--- config.mk ---
export PLATFORM = sky130hd
export DESIGN_NAME = fifo_datapath
export DESIGN_NICKNAME = d
export VERILOG_FILES = /design/src/rtl/fifo_datapath.sv
export SDC_FILE = /design/constraint.sdc
export NUM_CORES = 1
export LEC_CHECK = 0
export ABC_AREA = 1
export CORE_MARGIN = 1
export CORE_UTILIZATION = 30
export DETAILED_ROUTE_END_ITERATION = 8
export DONT_BUFFER_PORTS = 1
export PLACE_DENSITY_LB_ADDON = 0.1
export SYNTH_ARGS = -nofsm -noshare
export SYNTH_HDL_FRONTEND = slang
export SYNTH_SLANG_ARGS = --single-unit
--- constraint.sdc ---
create_clock -name clk -period 3.3 [get_ports clk]
set_input_delay 0.33 -clock clk [delete_from_list [all_inputs] [get_ports clk]]
set_output_delay 0.33 -clock clk [all_outputs]
set_load 0.005 [all_outputs]
--- src/rtl/fifo_datapath.sv ---
// fifo_datapath: FIFO storage, pointers, occupancy count and registered
// read port, driven by an external controller through ld1/ld2/ld3 strobes.
// Optional sticky overflow/underflow flags with err_clr are built when the
// macro FIFO_ERR_FLAGS_EN is defined; the default build omits them.
module fifo_datapath #(
  parameter int DATA_WIDTH = 8,
  parameter int DEPTH      = 8,
  parameter int ADDR_WIDTH = 3
) (
  input  logic                  clk,
  input  logic                  rst,
  input  logic [DATA_WIDTH-1:0] din,
  input  logic                  ld1,
  input  logic                  ld2,
  input  logic                  ld3,
  output logic [DATA_WIDTH-1:0] dout,
  output logic                  empty,
  output logic                  full,
  output logic [ADDR_WIDTH:0]   count
`ifdef FIFO_ERR_FLAGS_EN
  ,
  input  logic                  err_clr,
  output logic                  overflow,
  output logic                  underflow
`endif
);

  localparam logic [ADDR_WIDTH:0]   CNT_ONE  = (ADDR_WIDTH+1)'(1);
  localparam logic [ADDR_WIDTH:0]   CNT_FULL = (ADDR_WIDTH+1)'(DEPTH);
  localparam logic [ADDR_WIDTH-1:0] PTR_ONE  = ADDR_WIDTH'(1);

  logic [DATA_WIDTH-1:0] mem_q [DEPTH];
  logic [ADDR_WIDTH-1:0] wptr_q, wptr_d;
  logic [ADDR_WIDTH-1:0] rptr_q, rptr_d;
  logic [ADDR_WIDTH:0]   count_q, count_d;
  logic [DATA_WIDTH-1:0] dout_q, dout_d;
  logic                  rd_acc, wr_acc;

  // Flags decode from the registered count only.
  assign empty = (count_q == '0);
  assign full  = (count_q == CNT_FULL);
  assign count = count_q;
  assign dout  = dout_q;

  // Accept decisions and next-state values for pointers, count and dout.
  always_comb begin
    rd_acc  = ld3 & ~empty;
    // A concurrent read frees the slot, so a write is accepted even when full.
    wr_acc  = ld1 & ld2 & (~full | rd_acc);
    wptr_d  = wr_acc ? wptr_q + PTR_ONE : wptr_q;
    rptr_d  = rd_acc ? rptr_q + PTR_ONE : rptr_q;
    // When full with both accepted, rptr==wptr: mem_q still holds the old
    // entry here because the storage write lands at the same edge.
    dout_d  = rd_acc ? mem_q[rptr_q] : dout_q;
    count_d = count_q;
    unique case ({wr_acc, rd_acc})
      2'b10:   count_d = count_q + CNT_ONE;
      2'b01:   count_d = count_q - CNT_ONE;
      default: count_d = count_q;
    endcase
  end

  // Control registers with asynchronous clear.
  always_ff @(posedge clk or posedge rst) begin
    if (rst) begin
      wptr_q  <= '0;
      rptr_q  <= '0;
      count_q <= '0;
      dout_q  <= '0;
    end else begin
      wptr_q  <= wptr_d;
      rptr_q  <= rptr_d;
      count_q <= count_d;
      dout_q  <= dout_d;
    end
  end

  // Storage array; contents deliberately survive reset.
  always_ff @(posedge clk) begin
    if (wr_acc) mem_q[wptr_q] <= din;
  end

`ifdef FIFO_ERR_FLAGS_EN
  logic overflow_q, overflow_d;
  logic underflow_q, underflow_d;

  assign overflow  = overflow_q;
  assign underflow = underflow_q;

  // Sticky error flags; a new error in the err_clr cycle keeps the flag set.
  always_comb begin
    overflow_d  = (ld1 & ld2 & full & ~ld3) | (overflow_q & ~err_clr);
    underflow_d = (ld3 & empty) | (underflow_q & ~err_clr);
  end

  // Error flag registers with asynchronous clear.
  always_ff @(posedge clk or posedge rst) begin
    if (rst) begin
      overflow_q  <= 1'b0;
      underflow_q <= 1'b0;
    end else begin
      overflow_q  <= overflow_d;
      underflow_q <= underflow_d;
    end
  end
`endif

endmodule

==> run metrics <==
status completed; worst-skew pair later-pin latency 340 ps; wire length of the first global-routing pass 13100 um; fin crit share between 60% and 70%; critical setup path kind register to register; WP data arrival 2460 ps; final wirelength between 8000 and 9000 um; area delta synth->final 12.7%; power density cells 826 nW/um2; number of global-route vias before repair 2158; Hold Path Class input port to asynchronous set/reset pin; count of final hold-check violations 0; # DRC 0; Top delay family on crit path simple AND/OR/NAND/NOR gates; post-route minimum period 2230 ps; clock transition at the registers of the reported paths 60 ps; Synth Area per Inst 10.3 um2; CP most frequent cell nand2_1; die footprint 12900 um2; Non-Filler Instances 545; Buffers & Inverters on Critical Path 1; EDFF count, synth between 60 and 70; ys flop type edfxtp_1; initial core utilization between 30 and 40%; required time of the critical path 3530 ps; Post-CTS Setup Bufs 0; share of cells above drive strength 1 13.5%; NumNets Final 391; Max Cap Violations 0; fin area around 4200 um2; Worst-Margin Slew 750 ps; Slew Viols, Final 0; initial DRC count 118; Pre-antenna DRT Iters 4; Gate Count Post-Synth 364; setup_tns 0 ps; Row Count 40; CTS tree yes; Mapped Area 3740 um2; Distinct cells, synth 26; die height 114 um; commonest non-fill, non-tap cells in the layout nand2_1, edfxtp_1, inv_1; Async SR Flop Fraction 22.0%; Post-Syn Nets 383; initial antenna violation count 0; CP Cell Sequence nor2_2 > nand3_2 > nand2_4 > inv_6 > ha_1 > ha_1 > or2_2 > nand3_1 > nand2_1 > nand2_1 > nand2_1; Die Width about 110 um; clk sinks a little over 80; Leak about 1.9 nW; Inst Count DP about 530; overflow left after global routing 0; Antenna diodes 0; WL/cell 15.4 um; IO Pins 27; relative slew slack 49.9%; # port buffers 0; Startpoint Class register; crit-path max cell delay 460 ps; Max VDD drop 0.243 mV; Vias/cell 4.24; DP Wirelength about 5100 um; gr usage total 14.3%; slowest CP cell dfrtp_1; setup violators final 0; RSZ-0062 raised after global routing no; dpl cell area 3930 um2; Post-CTS Hold Fix Bufs 0; remaining antenna violation count 0; CTS Buf Count 9; Setup Skew 7.85 ps; RePlAce Congestion 0.767; Critical Path Fanout Max 13; Crit. End Element register; htree depth 3; commonest non-fill, non-tap cell in the layout nand2_1; flops & latches, synth 82; Peak Freq 448 MHz; Core Footprint about 12000 um2; Longest Clk Path Bufs 2; clock tree root driver cell clkbuf_16; CTS resizes 0; sequential-to-total area share from yosys stat 63.5%; Vias 2309; pin count of the biggest net entering global routing 35; hold_ws 9.47 ps; yosys warns 0
-- per-layer routing --
layer | vias to the layer above | share of wire, % | routed length (um) | global-route usage [%]
met5 | - | 0 | 0 | 0
met4 | 0 | 1.4 | 116 | 6.32
met3 | 10 | 2.9 | 242 | 3.72
met2 | 28 | 49 | 4100 | 22.6
met1 | 1091 | 47 | 3940 | 18.6
li1 | 1180 | - | - | -
-- stage by stage --
stage | power [mW] | util (%) | worst slack (ps)
6_report | 3.48 | 34.9 | 1070
5_1_grt | 3.73 | 34.9 | 902
4_1_cts | 3.54 | 34.9 | 1040
3_5_place_dp | 2.55 | 32.6 | 1060
3_3_place_gp | 2.55 | 32.6 | 1100
2_1_floorplan | 2.28 | - | 1190
-- sequential cells by signal (all words and copies together), names as in the netlist --
name    count
wptr_q      3
rptr_q      3
dout        8
mem_q      64
count       4
-- where the power goes --
group          switching [mW]  internal, mW  leakage [nW]  total (mW)
logic                   0.727         0.355         0.907        1.08
clock network           0.391         0.577         0.149       0.968
registers               0.151          1.28         0.797        1.43
total                    1.27          2.21          1.85        3.48
-- worst register-to-register path: stages (launching register included) --
cell and delay (ps):
dfrtp_1 460, nor2_2 170, nand3_2 110, nand2_4 170
inv_6 100, ha_1 270, ha_1 320, or2_2 300
nand3_1 90, nand2_1 50, nand2_1 50, nand2_1 40
-- final timing paths --
| path | from | endpoint | slack (ps) | depth (start not counted) |
|---|---|---|---|---|
| setup / recovery | count[0] | count[3] | 1070 | 11 |
| hold / removal | rst | dout[3] | 9 | 1 |
| setup reg to reg | count[0] | count[3] | 1070 | 11 |
| hold reg to reg | dout[4] | dout[4] | 530 | 2 |
| max in group asynchronous | rst | wptr_q[2] | 2820 | 1 |
| min in group clk | din[6] | mem_q[7][6] | 90 | 0 |
-- kinds of logic after synthesis --
| family | Yosys count | synth area share [%] |
|---|---|---|
| compound gates | 4 | 0.536 |
| flops | 82 | 63.5 |
| fa+ha+maj | 6 | 2.21 |
| xor+xnor | 4 | 0.938 |
| simple gates | 190 | 23.6 |
| buf+inv | 78 | 9.24 |
-- cell type report --
| type | count | area, um2 |
|---|---|---|
| Tap cell | 168 | 210 |
| Fill cell | 1223 | 7850 |
| Clock inverter | 7 | 60.1 |
| Multi-Input combinational cell | 204 | 1020 |
| Timing Repair Buffer | 10 | 75.1 |
| Clock buffer | 9 | 225 |
| Sequential cell | 82 | 2370 |
| Inverter | 65 | 249 |
-- synth_stat cells (2+ instances only) --
library cell | number | area share (%)
nand2_2 | 8 | 1.3
buf_2 | 7 | 0.94
nand3_2 | 11 | 2.9
inv_1 | 61 | 6.1
nor3_1 | 8 | 1.1
dfrtp_1 | 18 | 12
ha_1 | 5 | 1.7
xor2_1 | 2 | 0.47
xnor2_1 | 2 | 0.47
nand3_1 | 42 | 5.6
edfxtp_1 | 64 | 51
buf_4 | 4 | 0.80
nand2_1 | 115 | 12
inv_2 | 2 | 0.20
o21ai_0 | 4 | 0.54
No activity file was read; power rests on OpenSTA's default activity.
